[config.mk]
export PLATFORM = sky130hd
export DESIGN_NAME = wb_port_master
export DESIGN_NICKNAME = d
export VERILOG_FILES = /design/src/rtl/wb_port_master.sv
export SDC_FILE = /design/constraint.sdc
export NUM_CORES = 1
export LEC_CHECK = 0
export CAP_MARGIN = 10
export CORE_ASPECT_RATIO = 1.4
export CORE_MARGIN = 3
export CORE_UTILIZATION = 43
export CTS_BUF_LIST = sky130_fd_sc_hd__clkbuf_2 sky130_fd_sc_hd__clkbuf_4 sky130_fd_sc_hd__clkbuf_8
export DETAILED_ROUTE_END_ITERATION = 7
export PLACE_DENSITY = 0.82
export SLEW_MARGIN = 5
export SYNTH_ARGS = -nofsm -noshare
export SYNTH_HDL_FRONTEND = slang
export SYNTH_SLANG_ARGS = --single-unit
[constraint.sdc]
create_clock -name clk -period 3.2 [get_ports clk]
set_clock_uncertainty 0.15 [all_clocks]
set_input_delay 0.32 -clock clk [delete_from_list [all_inputs] [get_ports clk]]
set_output_delay 0.32 -clock clk [all_outputs]
set_load 0.03 [all_outputs]
[src/rtl/wb_port_master.sv]
// Pipelined Wishbone B4 initiator: turns a valid/ready command stream into bus beats,
// tracks outstanding requests, returns ACKed data in order and aborts hung cycles.
module wb_port_master #(
    parameter int unsigned MAX_OUTSTANDING = 4,
    parameter int unsigned TIMEOUT         = 64
) (
    input  logic        clk,
    input  logic        rst,
    input  logic        cmd_valid,
    output logic        cmd_ready,
    input  logic        cmd_we,
    input  logic [7:0]  cmd_addr,
    input  logic [31:0] cmd_data,
    input  logic [3:0]  cmd_sel,
    output logic        rsp_valid,
    output logic [31:0] rsp_data,
    output logic        err,
    output logic        CYC_O,
    output logic        STB_O,
    output logic        WE_O,
    output logic [7:0]  ADDR_O,
    output logic [31:0] DATA_O,
    output logic [3:0]  SEL_O,
    input  logic        STALL_I,
    input  logic        ACK_I,
    input  logic [31:0] DATA_I
);

    localparam int unsigned CntW = $clog2(MAX_OUTSTANDING + 1);
    localparam int unsigned WdW  = $clog2(TIMEOUT + 1);
    localparam logic [WdW-1:0] WdLast = WdW'(TIMEOUT - 1);

    typedef enum logic [1:0] {StIdle, StBusy, StAbort} state_e;

    state_e          state_q, state_d;
    logic [CntW-1:0] outstanding_q, outstanding_d;
    logic [WdW-1:0]  wd_q, wd_d;
    logic            stb_q, stb_d;
    logic            we_q, we_d;
    logic [7:0]      addr_q, addr_d;
    logic [31:0]     data_q, data_d;
    logic [3:0]      sel_q, sel_d;
    logic            rsp_valid_q, rsp_valid_d;
    logic [31:0]     rsp_data_q, rsp_data_d;
    logic            err_q, err_d;

    logic bus_accept, cmd_fire, ack_ok, wd_expire, abort;

    always_comb begin
        bus_accept = stb_q & ~STALL_I;
        ack_ok     = ACK_I & (state_q == StBusy) & (outstanding_q != '0);
        wd_expire  = (state_q == StBusy) & (outstanding_q != '0) & ~ACK_I & (wd_q == WdLast);
        // Refuse new work on the expiry cycle too, so nothing is accepted only to be dropped.
        abort      = (state_q == StAbort) | wd_expire;
        cmd_ready  = rst & (~stb_q | ~STALL_I)
                   & ((32'(outstanding_q) + 32'(stb_q)) < MAX_OUTSTANDING) & ~abort;
        cmd_fire   = cmd_valid & cmd_ready;
    end

    always_comb begin
        state_d       = state_q;
        outstanding_d = outstanding_q + CntW'(bus_accept) - CntW'(ack_ok);
        wd_d          = '0;
        stb_d         = stb_q;
        we_d          = we_q;
        addr_d        = addr_q;
        data_d        = data_q;
        sel_d         = sel_q;
        rsp_valid_d   = ack_ok;
        rsp_data_d    = ack_ok ? DATA_I : rsp_data_q;
        err_d         = ACK_I & ~ack_ok;

        if (cmd_fire) begin
            stb_d  = 1'b1;
            we_d   = cmd_we;
            addr_d = cmd_addr;
            data_d = cmd_data;
            sel_d  = cmd_sel;
        end else if (bus_accept) begin
            stb_d = 1'b0;
        end

        if ((state_q == StBusy) && (outstanding_q != '0) && !ACK_I) begin
            wd_d = wd_q + 1'b1;
        end

        unique case (state_q)
            StIdle: begin
                if (cmd_fire) state_d = StBusy;
            end
            StBusy: begin
                if (wd_expire) begin
                    state_d       = StAbort;
                    stb_d         = 1'b0;
                    outstanding_d = '0;
                    wd_d          = '0;
                    err_d         = 1'b1;
                end else if (!stb_d && (outstanding_d == '0)) begin
                    state_d = StIdle;
                end
            end
            StAbort: begin
                state_d = StIdle;
            end
            default: begin
                state_d = StIdle;
            end
        endcase
    end

    always_ff @(posedge clk or negedge rst) begin
        if (!rst) begin
            state_q       <= StIdle;
            outstanding_q <= '0;
            wd_q          <= '0;
            stb_q         <= 1'b0;
            we_q          <= 1'b0;
            addr_q        <= '0;
            data_q        <= '0;
            sel_q         <= '0;
            rsp_valid_q   <= 1'b0;
            rsp_data_q    <= '0;
            err_q         <= 1'b0;
        end else begin
            state_q       <= state_d;
            outstanding_q <= outstanding_d;
            wd_q          <= wd_d;
            stb_q         <= stb_d;
            we_q          <= we_d;
            addr_q        <= addr_d;
            data_q        <= data_d;
            sel_q         <= sel_d;
            rsp_valid_q   <= rsp_valid_d;
            rsp_data_q    <= rsp_data_d;
            err_q         <= err_d;
        end
    end

    assign CYC_O     = (state_q == StBusy);
    assign STB_O     = stb_q;
    assign WE_O      = we_q;
    assign ADDR_O    = addr_q;
    assign DATA_O    = data_q;
    assign SEL_O     = sel_q;
    assign rsp_valid = rsp_valid_q;
    assign rsp_data  = rsp_data_q;
    assign err       = err_q;

endmodule
==> impl_metrics.json, run 1 <==
{
  "vdd_drop_max_uv": 297,
  "yosys.area.top_type_share": 0.633,
  "grt_pass1_wl_um": 12700,
  "fp.dieW_um": 83.7,
  "syn_to_final_growth_pct": 53.0,
  "clock-sinks": 92,
  "p_per_area_nw_per_um2": 371,
  "clock_path_buffers": 2,
  "via_count": 2494,
  "yosys_most_used_dff": "dfrtp_1",
  "pin_count": 164,
  "routabilityCongestion": 0.733,
  "finalSetupTns_ns": 0,
  "drt-total-wl_um": 7960,
  "grt-ovfl-total": 0,
  "max_cap_violations": 0,
  "yosys.area.top_type": "dfrtp_1",
  "startpoint": "wd_q[0]$_DFF_PN0_",
  "rr_worst_depth": 12,
  "critPathLaunchType": "register",
  "grt_use_total": 0.166,
  "yosysSeqAreaShare": 0.633,
  "max_slew_margin": 0.457,
  "portBuffers": 163,
  "fmax_mhz": 330,
  "clk_latency_ns": 0.34,
  "synth-async-reset-ratio": 1.00,
  "drc": 0,
  "fin_crit_sh": 0.947,
  "row_count": 39,
  "syn_area_um2": 3640,
  "yosysWarnings": 0,
  "firstDrtPassIters": 3,
  "cts_root_buf": "clkbuf_8",
  "crit_path_end_kind": "output pin",
  "initial_utilization": 0.444,
  "grt_max_degree": 66,
  "rsz0062_at_grt": "false",
  "worstMarginPinSlew_ns": 0.815,
  "synth_fp_nets": 321,
  "dp_hpwl_um": 6080,
  "status": "finished clean",
  "rr_startpoint": "outstanding_q[1]$_DFF_PN0_",
  "synth.distinct_cells": 32,
  "hp-class": "in -> async",
  "drtIter0Drc": 98,
  "drive_gt1_frac": 0.180,
  "wl_per_cell_um": 15.6,
  "crit_arrival_ns": 2.56,
  "worstSetupPathType": "reg -> out",
  "hold_slack_ns": 0.272,
  "antenna_found_initial": 0,
  "path_clk_slew_ns": 0.08,
  "finalSetupViolations": 0,
  "syn-mean-instance-area_um2": 15.5,
  "slew_violations": 0,
  "htreeDepth": 3,
  "cts_buffers": 9,
  "fillCellCount": 616,
  "nets": 492,
  "synth_area_leaders": "dfrtp_1 (63%), mux2_2 (15%), mux2_1 (8.7%)",
  "tritoncts": "done",
  "min_period_ns": 3.03,
  "design.core.area_um2": 8200,
  "cp.required_ns": 2.73,
  "syn_inst": 234,
  "synth-edff-count": 0,
  "grt_pass1_vias": 2628,
  "synth.ff_latch_count": 92,
  "dieArea_um2": 9620,
  "ant_nets": 0,
  "die_height_um": 115,
  "diodes": 0,
  "hold_viol_final": 0,
  "crit_fanout": 5,
  "cts_resized": 0,
  "p_leak_nw": 2.65,
  "viasPerCell": 4.87
}
## layer usage
metal | global-route usage | part of all wire
met1 | 0.186 | 0.37
met2 | 0.293 | 0.53
met3 | 0.0473 | 0.070
met4 | 0.0783 | 0.023
met5 | 0 | 0
## registers in the layout (all words and copies together) (netlist names)
name / cells
ADDR_O: 8
DATA_O: 32
SEL_O: 4
STB_O: 1
WE_O: 1
err: 1
outstanding_q: 3
rsp_data: 32
rsp_valid: 1
state_q: 2
wd_q: 7
## layout by cell type, fill, tap and decap left out
master	count
and2_0	1
a21oi_1	1
nor3_1	2
and3_1	2
nand2_1	3
xor2_1	2
o21ai_0	1
a2111oi_4	1
o2111ai_1	1
and3_4	1
a2bb2oi_1	1
nor2b_1	2
o31a_1	1
and2_1	1
clkbuf_4	2
nand2b_1	2
dfrtp_1	92
nand3_1	5
ha_1	4
clkdlybuf4s50_1	162
o21a_1	1
and4b_4	1
nor3_2	1
dlygate4sd3_1	1
buf_4	5
clkbuf_8	14
inv_1	9
mux2_1	28
nor2_1	8
o21ai_1	1
xnor2_1	4
fa_1	1
mux2_2	49
## power breakdown
part / switching [mW] / internal [mW]
Clock: 0.367 / 0.407
Sequential: 0.000131 / 1.16
Combinational: 0.0386 / 0.0892
## cells by family (layout without fill, tap and decap cells)
kind of cell               Yosys count  in the layout  share of synthesized area
DFF                                 92             92                      0.633
AOI/OAI and AO/OA                    8              8                     0.0210
buffers and inverters               17            193                     0.0299
adders and majority gates            5              5                     0.0193
muxes                               77             77                      0.238
xor gates and xnor gates             6              6                     0.0144
and+or+nand+nor                     29             29                     0.0444
## path summary, 6_finish.rpt
kind	end	slack [ns]
worst max-delay path	cmd_ready	0.17
worst min-delay path	DATA_O[12]$_DFFE_PN0P_	0.27
worst max register to register	state_q[0]$_DFFE_PN0P_	0.35
worst min register to register	wd_q[0]$_DFF_PN0_	0.31
max in group asynchronous	rsp_data[29]$_DFFE_PN0P_	1.49
min in group clk	wd_q[0]$_DFF_PN0_	0.31
## Yosys cell counts (2+ instances only)
| master | count |
|---|---|
| nor2_1 | 8 |
| inv_1 | 9 |
| buf_2 | 3 |
| mux2_2 | 49 |
| xnor2_1 | 4 |
| buf_8 | 2 |
| and3_1 | 2 |
| nand2b_1 | 2 |
| nor2b_1 | 2 |
| dfrtp_1 | 92 |
| xor2_1 | 2 |
| nor3_1 | 2 |
| ha_1 | 4 |
| mux2_1 | 28 |
| nand3_1 | 5 |
| nand2_1 | 3 |
| buf_6 | 2 |
## metrics by stage
stage	power, mW	cell area, um2	cells	utilization	worst slack, ns
finish	2.06	5570	512	0.679	0.170
global route	2.15	5570	512	0.679	0.0143
CTS	2.10	5570	512	0.679	0.124
detailed placement	1.31	5350	495	0.653	0.359
global placement	1.31	5350	495	0.653	0.468
floorplan	1.19	3640	234	-	0.247
## worst max-delay path: stages (launching register included)
cell             delay [ns]
dfrtp_1                0.40
ha_1                   0.23
and3_4                 0.20
and4b_4                0.20
and2_0                 0.24
nor3_1                 0.23
clkdlybuf4s50_1        0.71
## cell type report
class	count	area [um2]	area share
Clock buffer	16	208	0.0373
Tap cell	102	128	0.0229
Timing Repair Buffer	168	1670	0.300
Inverter	9	33.8	0.00607
Sequential cell	92	2300	0.413
Multi-Input combinational cell	125	1230	0.220
## timing repair
action / in CTS / in global routing
hold buffers: 1 / 0
hold endpoints to repair: 27 / 0
buffers inserted: 0 / 0
(Power assumes the default switching activity.)
==> run 2, diff against run 1 <==
- CORE_ASPECT_RATIO: 1.4 -> unset
==> run 2 against run 1 <==
Effect of this change:
- flip-flop and latch count did not move
- fmax rose by 1.1%
- sequential power barely moved
- final cell count rose by 0.20%
- utilization rose by 2.0 points
- register-to-register slack improved by 0.03 ns
- highest routed layer unchanged
- global-route usage rose by 1.2 points
- via count fell by 1.3%
- largest power group unchanged
- setup slack improved by 0.032 ns
==> impl_metrics.json, run 2 (synthesis gave the netlist of run 1 again) <==
{
  "status": "finished clean",
  "wl_per_cell_um": 16.4,
  "path_cells": "ha_1 -> and3_4 -> and4b_4 -> and2_0 -> nor3_1 -> clkdlybuf4s50_1",
  "dp_slack_ns": 0.384,
  "row_count": 32,
  "mostFrequentLayoutCell": "clkdlybuf4s50_1",
  "die_height_um": 98.0,
  "crit_fanout": 5,
  "nets": 493,
  "antenna_found_initial": 0,
  "clk_latency_ns": 0.34,
  "vdd_drop_max_uv": 244,
  "grt_pass1_wl_um": 13600,
  "drc": 0,
  "p_leak_nw": 2.65,
  "portBuffers": 163,
  "initial_utilization": 0.457,
  "critPathLaunchType": "register",
  "diodes": 0,
  "final_cell_mix": "clkdlybuf4s50_1 (162), dfrtp_1 (92), mux2_2 (49), mux2_1 (28), clkbuf_8 (10)",
  "tritoncts": "done",
  "syn_to_final_growth_pct": 53.2,
  "critPathTopFamily": "simple AND/OR/NAND/NOR gates",
  "cts_setup_buffers": 0,
  "rr_startpoint": "outstanding_q[0]$_DFF_PN0_",
  "p_per_area_nw_per_um2": 375,
  "post_dp_cell_area_um2": 5360,
  "htreeDepth": 3,
  "max_cap_violations": 0,
  "grt_use_total": 0.177,
  "fin_crit_sh": 0.937,
  "grt_max_degree": 65,
  "crit_arrival_ns": 2.53,
  "slowest_stage": "clkdlybuf4s50_1",
  "drive_gt1_frac": 0.182,
  "firstDrtPassIters": 4,
  "crit_path_end_kind": "output pin",
  "finalSetupViolations": 0,
  "dieArea_um2": 9600,
  "hold_viol_final": 0,
  "dp_hpwl_um": 6330,
  "fp.dieW_um": 98.0,
  "design.core.area_um2": 7970,
  "ant_nets": 0,
  "worstMarginPinSlew_ns": 0.798,
  "critPathBufInv": 1,
  "via_count": 2461,
  "worstSetupPathType": "reg -> out",
  "design_area_um2": 5570,
  "min_period_ns": 3.00,
  "routabilityCongestion": 0.872,
  "grt-ovfl-total": 0,
  "cts_buffers": 9,
  "drtIter0Drc": 26,
  "fmax_mhz": 334,
  "slowest_delay_ns": 0.70,
  "pin_count": 164,
  "viasPerCell": 4.80,
  "fin_ws_ns": 0.203,
  "hp-class": "reg -> reg",
  "ctsHoldBuffers": 1,
  "path_clk_slew_ns": 0.08,
  "max_slew_margin": 0.468,
  "grt_pass1_vias": 2719,
  "clock_path_buffers": 2,
  "cts_resized": 0,
  "clock-sinks": 92,
  "finalSetupTns_ns": 0,
  "rsz0062_at_grt": "false",
  "cts_root_buf": "clkbuf_8",
  "slew_violations": 0,
  "startpoint": "wd_q[0]$_DFF_PN0_",
  "drt-total-wl_um": 8400,
  "cp.required_ns": 2.73,
  "min_from": "wd_q[0]$_DFF_PN0_"
}
[run 2: cell types whose count changed in the layout (fill, tap and decap cells not counted), sizes merged]
cell,before,now
clkinv,0,1
bufinv,0,1
buf,5,6
clkinvlp,0,1
clkbuf,16,13
[run 2: layout make-up]
cell class              count  area, um2
fillers                   581       2390
flip-flops and latches     92       2300
repair buffers            169       1680
multi-input cells         125       1230
clock buffers              13        160
well taps                 102        128
clock inverters             3       46.3
inverters                   9       33.8
[run 2: layer usage]
layer	GRT usage	up-vias	wire length (um)
met4	0.0586	0	90
met2	0.301	106	4070
met3	0.0586	10	768
met5	0	-	0
met1	0.214	1192	3470
li1	-	1153	-
[run 2: path summary, 6_finish.rpt]
check                                                to  slack [ns]  depth (start not counted)
worst max-delay path                          cmd_ready        0.20                          6
min in group asynchronous         ADDR_O[1]$_DFFE_PN0P_        0.42                          3
worst max register to register   state_q[0]$_DFFE_PN0P_        0.38                         12
worst min-delay path                  wd_q[0]$_DFF_PN0_        0.30                          1
worst min register to register        wd_q[0]$_DFF_PN0_        0.30                          1
max in group asynchronous       rsp_data[7]$_DFFE_PN0P_        1.35                          4
[run 2: metrics by stage]
stage / instances / power (mW) / hold slack (ns) / utilization
2_1_floorplan: 234 / 1.19 / -0.126 / -
3_3_place_gp: 496 / 1.31 / 0.207 / 0.672
3_5_place_dp: 496 / 1.32 / 0.216 / 0.672
4_1_cts: 513 / 2.11 / 0.306 / 0.700
5_1_grt: 513 / 2.17 / 0.328 / 0.700
6_report: 513 / 2.09 / 0.305 / 0.700
[run 2: power by group]
part           switching (mW)  internal [mW]  total, mW
combinational          0.0390         0.0900      0.129
clock                   0.386          0.411      0.797
sequential           0.000228           1.16       1.16
total                   0.425           1.66       2.09
==> run 3, diff against run 2 <==
- SETUP_SLACK_MARGIN: unset -> 0.5
- SLEW_MARGIN: 5 -> 10
==> run 3 against run 2 <==
Effect of this change:
- combinational power hardly changed
- design area is 0.43% higher
- die area stayed put
==> impl_metrics.json, run 3 (synthesis gave the netlist of run 1 again) <==
{
  "p_leak_nw": 2.66,
  "crit_path_end_kind": "register",
  "clock-sinks": 92,
  "syn_to_final_growth_pct": 53.9,
  "viasPerCell": 4.83,
  "crit_arrival_ns": 2.70,
  "nets": 492,
  "drive_gt1_frac": 0.190,
  "grt_max_degree": 65,
  "die_height_um": 98.0,
  "antenna_found_initial": 0,
  "fin_crit_sh": 0.817,
  "slowest_stage": "dfrtp_1",
  "ant_nets": 0,
  "drc": 0,
  "vdd_drop_max_uv": 322,
  "hold_viol_final": 0,
  "slowest_delay_ns": 0.44,
  "htreeDepth": 3,
  "portBuffers": 163,
  "clk_latency_ns": 0.33,
  "worstSetupPathType": "reg -> reg",
  "status": "finished clean",
  "r2r_setup_slack_ns": 0.58,
  "critPathLaunchType": "register",
  "drt-total-wl_um": 8050,
  "grt_pass1_vias": 2651,
  "p_per_area_nw_per_um2": 383,
  "routabilityCongestion": 0.784,
  "rsz0062_at_grt": "true",
  "hp-class": "in -> async",
  "dieArea_um2": 9600,
  "row_count": 32,
  "path_cells": "nor3_4 -> nor2_1 -> nand2_2 -> inv_1 -> ha_1 -> inv_1 -> ha_1 -> fa_2 -> xor2_1 -> nand2_1 -> o31a_1 -> o21a_1",
  "clock_path_buffers": 2,
  "wl_per_cell_um": 15.7,
  "mostFrequentLayoutCell": "clkdlybuf4s50_1",
  "fmax_mhz": 382,
  "worstMarginPinSlew_ns": 0.808,
  "via_count": 2471,
  "tritoncts": "done",
  "crit_fanout": 3,
  "max_cap_violations": 0,
  "pin_count": 164,
  "cts_buffers": 9,
  "initial_utilization": 0.457,
  "grt_use_total": 0.171,
  "firstDrtPassIters": 4,
  "drtIter0Drc": 56,
  "cts_root_buf": "clkbuf_8",
  "cp.required_ns": 3.29,
  "grt_pass1_wl_um": 13300,
  "finalSetupViolations": 0,
  "min_period_ns": 2.62,
  "final_cell_mix": "clkdlybuf4s50_1 (161), dfrtp_1 (92), mux2_2 (49), mux2_1 (28)",
  "dp_slack_ns": 0.449,
  "path_clk_slew_ns": 0.09,
  "diodes": 0,
  "design.core.area_um2": 7970,
  "dp_hpwl_um": 6010,
  "max_slew_margin": 0.461,
  "finalSetupTns_ns": 0,
  "slew_violations": 0,
  "grt-ovfl-total": 0,
  "fin_ws_ns": 0.585,
  "fp.dieW_um": 98.0
}
## run 3: repair_timing
action | 4_1_cts | 5_1_grt
setup buffers | 0 | 0
resized for setup | 4 | 4
setup endpoints to repair | 1 | 35
endpoints found under the hold margin | 28 | 0
hold buffers | 1 | 0
## run 3: where the power goes
group | internal (mW) | total [mW] | switching, mW
Sequential | 1.16 | 1.16 | 0.000144
Clock | 0.444 | 0.853 | 0.409
Combinational | 0.0893 | 0.129 | 0.0399
## run 3: path summary, 6_finish.rpt
| path | end | start | cells past startpoint |
|---|---|---|---|
| setup / recovery | state_q[0]$_DFFE_PN0P_ | outstanding_q[2]$_DFF_PN0_ | 12 |
| hold / removal | DATA_O[14]$_DFFE_PN0P_ | rst | 2 |
| setup reg to reg | state_q[0]$_DFFE_PN0P_ | outstanding_q[2]$_DFF_PN0_ | 12 |
| hold reg to reg | wd_q[0]$_DFF_PN0_ | wd_q[0]$_DFF_PN0_ | 1 |
| max in group asynchronous | state_q[1]$_DFFE_PN0P_ | rst | 3 |
| min in group clk | wd_q[0]$_DFF_PN0_ | wd_q[0]$_DFF_PN0_ | 1 |
## run 3: area by class of cell
type / instances / area (um2)
Fill cell: 581 / 2370
Sequential cell: 92 / 2300
Timing Repair Buffer: 168 / 1670
Multi-Input combinational cell: 125 / 1240
Tap cell: 102 / 128
Clock buffer: 9 / 124
Clock inverter: 7 / 98.8
Inverter: 9 / 33.8
## run 3: stage by stage
stage	utilization	hold slack, ns	total power [mW]	std cells	area (um2)
global placement	0.673	0.112	1.31	495	5360
finish	0.703	0.298	2.14	512	5600
floorplan	-	-0.126	1.19	234	3650
CTS	0.702	0.295	2.17	512	5590
global route	0.703	0.318	2.24	512	5600
detailed placement	0.673	0.121	1.32	495	5360
## run 3: critical path, delay by kind of cell, from the launching register on
kind	cells	cell delay [ns]
xor gates and xnor gates	1	0.19
buffers and inverters	2	0.09
adders and majority gates	3	0.77
AOI/OAI and AO/OA	2	0.39
and+or+nand+nor	4	0.48
DFF	1	0.44
## run 3: layer usage
layer / global-route usage / part of all wire / routed length, um / vias to the layer above
met4: 0.0437 / 0.013 / 102 / 0
met1: 0.223 / 0.42 / 3390 / 1207
met3: 0.0571 / 0.086 / 696 / 9
met2: 0.276 / 0.48 / 3860 / 104
met5: 0 / 0 / 0 / -
li1: - / - / - / 1151
